File: config.mk
export PLATFORM = sky130hd
export DESIGN_NAME = tc_mod_adder_pipe_flat
export DESIGN_NICKNAME = d
export VERILOG_FILES = /design/src/rtl/rns_pkg.sv /design/src/rtl/tc_mod_adder_pipe_if.sv /design/src/rtl/tc_mod_add_core.sv /design/src/rtl/tc_mod_adder_pipe.sv /design/src/flat_wrapper.sv
export SDC_FILE = /design/constraint.sdc
export NUM_CORES = 1
export LEC_CHECK = 0
export BUFFER_PORTS_ARGS = -buffer_cell sky130_fd_sc_hd__buf_2
export CAP_MARGIN = 20
export CELL_PAD_IN_SITES_DETAIL_PLACEMENT = 0
export CELL_PAD_IN_SITES_GLOBAL_PLACEMENT = 1
export CORE_ASPECT_RATIO = 0.7
export CORE_UTILIZATION = 48
export DETAILED_ROUTE_END_ITERATION = 8
export GPL_ROUTABILITY_DRIVEN = 0
export GPL_TIMING_DRIVEN = 1
export PLACE_DENSITY_LB_ADDON = 0.1
export SLEW_MARGIN = 20
export SYNTH_ARGS = -nofsm -noshare
export SYNTH_HDL_FRONTEND = slang
export SYNTH_HIERARCHICAL = 1
export SYNTH_SLANG_ARGS = --single-unit
File: constraint.sdc
create_clock -name clk -period 9.3 [get_ports clk]
set_input_delay 0.465 -clock clk [delete_from_list [all_inputs] [get_ports clk]]
set_output_delay 0.465 -clock clk [all_outputs]
set_load 0.005 [all_outputs]
File: src/rtl/rns_pkg.sv
// rtl/rns_pkg.sv - shared RNS thermometer-code helpers
package rns_pkg;

  localparam int MOD_DEFAULT = 7;
  localparam int TC_MAXW     = 16;

  typedef logic [TC_MAXW-1:0] tc_word_t;

  // Legal words are 0..01..1: adding one to a run of low ones never overlaps it.
  function automatic logic tc_is_legal(input tc_word_t w);
    return (w & (w + tc_word_t'(1))) == '0;
  endfunction

  function automatic int tc_popcount(input tc_word_t w);
    int n;
    n = 0;
    for (int i = 0; i < TC_MAXW; i++) n += int'(w[i]);
    return n;
  endfunction

  function automatic tc_word_t bin_to_tc(input int v);
    return (tc_word_t'(1) << v) - tc_word_t'(1);
  endfunction

endpackage

File: src/rtl/tc_mod_adder_pipe_if.sv
// rtl/tc_mod_adder_pipe_if.sv - operand/result handshake bundle for the TC modular adder
interface tc_mod_adder_pipe_if
  import rns_pkg::*;
#(
  parameter int MOD = MOD_DEFAULT,
  parameter int TW  = MOD - 1,
  parameter int BW  = $clog2(MOD)
);
  logic          in_valid;
  logic          in_ready;
  logic [TW-1:0] a_tc;
  logic [TW-1:0] b_tc;
  logic          out_valid;
  logic          out_ready;
  logic [TW-1:0] sum_tc;
  logic [BW-1:0] sum_bin;
  logic          sum_err;

  modport master (
    output in_valid, a_tc, b_tc, out_ready,
    input  in_ready, out_valid, sum_tc, sum_bin, sum_err
  );

  modport slave (
    input  in_valid, a_tc, b_tc, out_ready,
    output in_ready, out_valid, sum_tc, sum_bin, sum_err
  );
endinterface

File: src/rtl/tc_mod_add_core.sv
// rtl/tc_mod_add_core.sv - combinational TC residue adder, counts ones instead of adding
module tc_mod_add_core
  import rns_pkg::*;
#(
  parameter int MOD = MOD_DEFAULT,
  parameter int TW  = MOD - 1,
  parameter int BW  = $clog2(MOD)
) (
  input  logic [TW-1:0] a_tc,
  input  logic [TW-1:0] b_tc,
  output logic [TW-1:0] sum_tc,
  output logic [BW-1:0] sum_bin,
  output logic          err
);

  tc_word_t a_w, b_w, full_tc;
  int       s;

  always_comb begin
    a_w     = tc_word_t'(a_tc);
    b_w     = tc_word_t'(b_tc);
    s       = tc_popcount(a_w) + tc_popcount(b_w);
    // one conditional subtract suffices since s <= 2*(MOD-1)
    if (s >= MOD) s = s - MOD;
    err     = !(tc_is_legal(a_w) && tc_is_legal(b_w));
    full_tc = bin_to_tc(s);
    if (err) begin
      sum_tc  = '0;
      sum_bin = '0;
    end else begin
      sum_tc  = full_tc[TW-1:0];
      sum_bin = BW'(s);
    end
  end

endmodule

File: src/rtl/tc_mod_adder_pipe.sv
// rtl/tc_mod_adder_pipe.sv - 2-stage valid/ready pipeline adding TC residues mod MOD
module tc_mod_adder_pipe
  import rns_pkg::*;
#(
  parameter int MOD = MOD_DEFAULT,
  parameter int TW  = MOD - 1,
  parameter int BW  = $clog2(MOD)
) (
  input  logic                clk,
  input  logic                rst_n,
  tc_mod_adder_pipe_if.slave  bus,
  input  logic                clr_err,
  output logic                err_sticky
);

  logic          s1_valid, s1_legal;
  logic [TW-1:0] s1_a, s1_b;
  logic          s2_valid, s2_err;
  logic [TW-1:0] s2_tc;
  logic [BW-1:0] s2_bin;
  logic          s1_adv, in_ready, in_fire, in_legal;
  logic [TW-1:0] core_tc;
  logic [BW-1:0] core_bin;
  logic          core_err;

  assign s1_adv   = !s2_valid || bus.out_ready;
  assign in_ready = !s1_valid || s1_adv;
  assign in_fire  = bus.in_valid && in_ready;
  assign in_legal = tc_is_legal(tc_word_t'(bus.a_tc)) && tc_is_legal(tc_word_t'(bus.b_tc));

  tc_mod_add_core #(.MOD(MOD), .TW(TW), .BW(BW)) u_core (
    .a_tc    (s1_a),
    .b_tc    (s1_b),
    .sum_tc  (core_tc),
    .sum_bin (core_bin),
    .err     (core_err)
  );

  always_ff @(posedge clk or negedge rst_n) begin
    if (!rst_n) begin
      s1_valid   <= 1'b0;
      s1_legal   <= 1'b1;
      s1_a       <= '0;
      s1_b       <= '0;
      s2_valid   <= 1'b0;
      s2_tc      <= '0;
      s2_bin     <= '0;
      s2_err     <= 1'b0;
      err_sticky <= 1'b0;
    end else begin
      if (in_ready) s1_valid <= bus.in_valid;
      if (in_fire) begin
        s1_a     <= bus.a_tc;
        s1_b     <= bus.b_tc;
        s1_legal <= in_legal;
      end
      // result registers only move when the consumer side frees up
      if (s1_adv) begin
        s2_valid <= s1_valid;
        if (s1_valid) begin
          s2_tc  <= core_tc;
          s2_bin <= core_bin;
          s2_err <= core_err || !s1_legal;
        end
      end
      if (in_fire && !in_legal) err_sticky <= 1'b1;
      else if (clr_err)         err_sticky <= 1'b0;
    end
  end

  assign bus.in_ready  = in_ready;
  assign bus.out_valid = s2_valid;
  assign bus.sum_tc    = s2_tc;
  assign bus.sum_bin   = s2_bin;
  assign bus.sum_err   = s2_err;

endmodule

File: src/flat_wrapper.sv
// flat-port wrapper written by rule: the top's interface ports become plain ports
module tc_mod_adder_pipe_flat import rns_pkg::*;
#(
  parameter int MOD = MOD_DEFAULT,
  parameter int TW  = MOD - 1,
  parameter int BW  = $clog2(MOD)
)
  (clk, rst_n, clr_err, err_sticky, bus_in_valid, bus_a_tc, bus_b_tc, bus_out_ready, bus_in_ready, bus_out_valid, bus_sum_tc, bus_sum_bin, bus_sum_err);
  tc_mod_adder_pipe_if #(.MOD(MOD), .TW(TW), .BW(BW)) bus_i ();
  input  logic clk;
  input  logic rst_n;
  input  logic clr_err;
  output logic err_sticky;
  input wire logic [$bits(bus_i.in_valid)-1:0] bus_in_valid;
  input wire logic [$bits(bus_i.a_tc)-1:0] bus_a_tc;
  input wire logic [$bits(bus_i.b_tc)-1:0] bus_b_tc;
  input wire logic [$bits(bus_i.out_ready)-1:0] bus_out_ready;
  output wire logic [$bits(bus_i.in_ready)-1:0] bus_in_ready;
  output wire logic [$bits(bus_i.out_valid)-1:0] bus_out_valid;
  output wire logic [$bits(bus_i.sum_tc)-1:0] bus_sum_tc;
  output wire logic [$bits(bus_i.sum_bin)-1:0] bus_sum_bin;
  output wire logic [$bits(bus_i.sum_err)-1:0] bus_sum_err;
  assign bus_i.in_valid = bus_in_valid;
  assign bus_i.a_tc = bus_a_tc;
  assign bus_i.b_tc = bus_b_tc;
  assign bus_i.out_ready = bus_out_ready;
  assign bus_in_ready = bus_i.in_ready;
  assign bus_out_valid = bus_i.out_valid;
  assign bus_sum_tc = bus_i.sum_tc;
  assign bus_sum_bin = bus_i.sum_bin;
  assign bus_sum_err = bus_i.sum_err;
  tc_mod_adder_pipe #(.MOD(MOD), .TW(TW), .BW(BW)) u_core (.clk(clk), .rst_n(rst_n), .bus(bus_i), .clr_err(clr_err), .err_sticky(err_sticky));
endmodule
==> impl_metrics.toml <==
[outcome]
status = "finished, final reports clean"

[yosys]
synth-main-ff-cell = "dfrtp_1"
synth_area_per_cell_um2 = 10.57
syn_area_um2 = 1966
synth_edf_count = 0
synthesis.instances = 186
ys_seq_area_frac = 0.3316
yosys_warnings = 6
ys_types = 48
syn-num-nets = 224
async_reset_ff_frac = 1.000
ys_ff_latch = 26

[floorplan]
die_y_um = 55.54
die_x_um = 78.49
core_area_um2 = 3923
io_pins = 30
die-area_um2 = 4359
rows = 19
initial_utilization = 0.5011

[placement]
port_buffers = 29
dpl.hpwl_um = 2970
postPlaceCellArea_um2 = 2157

[setup_path]
r2r_start = "u_core/s1_a[0]"
cp_common_cell = "inv_1"
worstPathCellList = "fa_1, inv_1, fa_1, inv_1, ha_1, inv_1, fa_1, inv_1, ha_1, fa_1, ha_1, inv_1, nor2_1, nor2_1, ha_1, inv_1, a2111oi_2, o221ai_2, nor2_1, nand3_1, ha_1, or4_4, a41oi_2, mux2_2"
critPathRequiredTime_ns = 9.53
cp-start-kind = "flop"
critPathMaxFanout = 5
crit_path_top_delay_cell = "fa_1"
critPathArrivalTime_ns = 6.60
criticalPathCategory = "flop to flop"
max_stage_delay_ns = 0.56
rr_worst_depth = 24
end_kind = "flop"
critPathLaunch = "u_core/s1_a[0]"

[global_routing]
use_met2 = 0.2945
track_usage = 0.1923
antenna_found_initial = 0
use_met3 = 0.03471
met1_usage = 0.2785
grt_pass1_vias = 1382
grt_most_used_layer = "met2"
grt-ovfl-total = 0
grt_max_degree = 27
grt_pass1_wl_um = 6486

[clocking]
post_cts_buffers = 0
clock_latency_ns = 0.28
hold_buffers = 0
cts_tree = "yes"
cts_buffer_depth = 2
cts.root.buffer_cell = "clkbuf_8"
cts_sinks = 26
cts_buffers = 3
postCtsResizedCells = 0
clk_pin_slew_ns = 0.09
htree_levels = 1

[detailed_routing]
drtPass1Iterations = 4
viasPerCell = 5.424
vias = 1459
wl_um = 3764
drt_iter0_drc = 81
wl_per_cell_um = 13.99
drc = 0
antenna_left = 0

[run]
drv_cap = 0

[sta]
rsz0062_at_grt = "no"
final_period_minus_worst_setup_slack_ns = 6.371
fmax_ghz = 0.1570
relSlewSlack = 0.6071
final_hold_viol_count = 0
slew_viol_final = 0
tightestPinTransition_ns = 0.5894
fin_crit_sh = 0.6851
fin_tns_setup_ns = 0
setup_violations = 0
fin_worst_skew_ns = 0.004732

[final_layout]
layout.nets = 256
syn_to_final_growth_pct = 13.37
drive_above_1_share = 0.3134
diodes = 0
fillers = 356
final_cell_area_um2 = 2228

[worst_hold_path]
worstHoldPathType = "input pin to asynchronous set/reset pin"
## worst paths after layout
check	to	slack (ns)
max	u_core/bus.sum_tc[4]	2.93
min	u_core/s1_valid	0.18
max reg2reg	u_core/bus.sum_tc[4]	2.93
min reg2reg	u_core/bus.sum_err	0.50
max in group asynchronous	u_core/s1_b[4]	8.73
min in group clk	u_core/err_sticky	0.38
## per-layer routing
metal  wire length, µm  vias to the layer above
met4                47                        0
met5                 0                        -
li1                  -                      716
met1              1864                      701
met3               177                        4
met2              1675                       38
## registers in the layout (all words and copies together) (netlist names)
name                  flops
u_core/bus.out_valid      1
u_core/bus.sum_bin        3
u_core/bus.sum_err        1
u_core/bus.sum_tc         6
u_core/err_sticky         1
u_core/s1_a               6
u_core/s1_b               6
u_core/s1_legal           1
u_core/s1_valid           1
## worst max-delay path: cells and delay by family, from the launching register on
kind                     cells  cell delay [ns]
adder cells (fa/ha/maj)      9             3.38
AND/OR/NAND/NOR              5             1.13
AO/OA/AOI/OAI                3             0.73
flip-flops                   1             0.46
buffers and inverters        6             0.45
multiplexers                 1             0.18
## cell usage after synthesis, types with 2 or more instances
library cell | instances | area (µm²)
o21ai_0 | 9 | 45.04
ha_1 | 15 | 187.7
and2_1 | 2 | 12.51
nand3_1 | 6 | 30.03
a21o_1 | 2 | 15.01
nand2_1 | 12 | 45.04
dfrtp_1 | 25 | 625.6
or2b_1 | 3 | 22.52
nor2_1 | 16 | 60.06
inv_1 | 24 | 90.09
a211oi_2 | 2 | 25.02
xor2_1 | 2 | 17.52
mux2i_1 | 3 | 30.03
fa_1 | 6 | 120.1
nor4_2 | 3 | 37.54
a22oi_1 | 2 | 15.01
mux2_4 | 3 | 45.04
nand2b_1 | 3 | 18.77
nor2b_1 | 3 | 18.77
a21oi_1 | 2 | 10.01
mux2_2 | 16 | 180.2
## logic make-up after synthesis
group           synth area share
simple gates              0.1604
compound gates            0.1388
buf+inv                  0.05538
flops                     0.3316
mux                       0.1356
fa+ha+maj                 0.1566
xor+xnor                 0.02165
## metrics by stage
step / hold WS, ns / setup slack (ns) / instances / util
finish: 0.1759 / 2.929 / 269 / 0.5681
global route: 0.2224 / 2.521 / 269 / 0.5681
CTS: 0.1844 / 2.948 / 269 / 0.5681
detailed placement: 0.4899 / 2.987 / 265 / 0.5499
global placement: 0.4572 / 3.147 / 265 / 0.5499
floorplan: 0.1694 / 3.433 / 186 / -
## layout make-up
cell class,count,area (µm²),area share
Multi-Input combinational cell,134,1205,0.5407
Sequential cell,26,651.9,0.2925
Clock inverter,1,30.03,0.01348
Inverter,24,90.09,0.04043
Timing Repair Buffer,29,145.1,0.06513
Tap cell,52,65.06,0.02920
Clock buffer,3,41.29,0.01853
## layout by cell type (no fill, tap or decap), types with 2 or more instances in the layout
cell type and n:
buf_2 29, dfrtp_1 25, inv_1 24, mux2_2 16, nor2_1 16, ha_1 15, nand2_1 12, o21ai_0 9
nand3_1 6, fa_1 6, clkbuf_8 3, mux2_4 3, nand2b_1 3, mux2i_1 3, or2b_1 3, nor4_2 3
nor2b_1 3, a21oi_1 2, a21o_1 2, a211oi_2 2, a22oi_1 2, and2_1 2, xor2_1 2
Power is not shown: default switching activity piles up to over one toggle a cycle in this logic, so the estimate is an artifact.
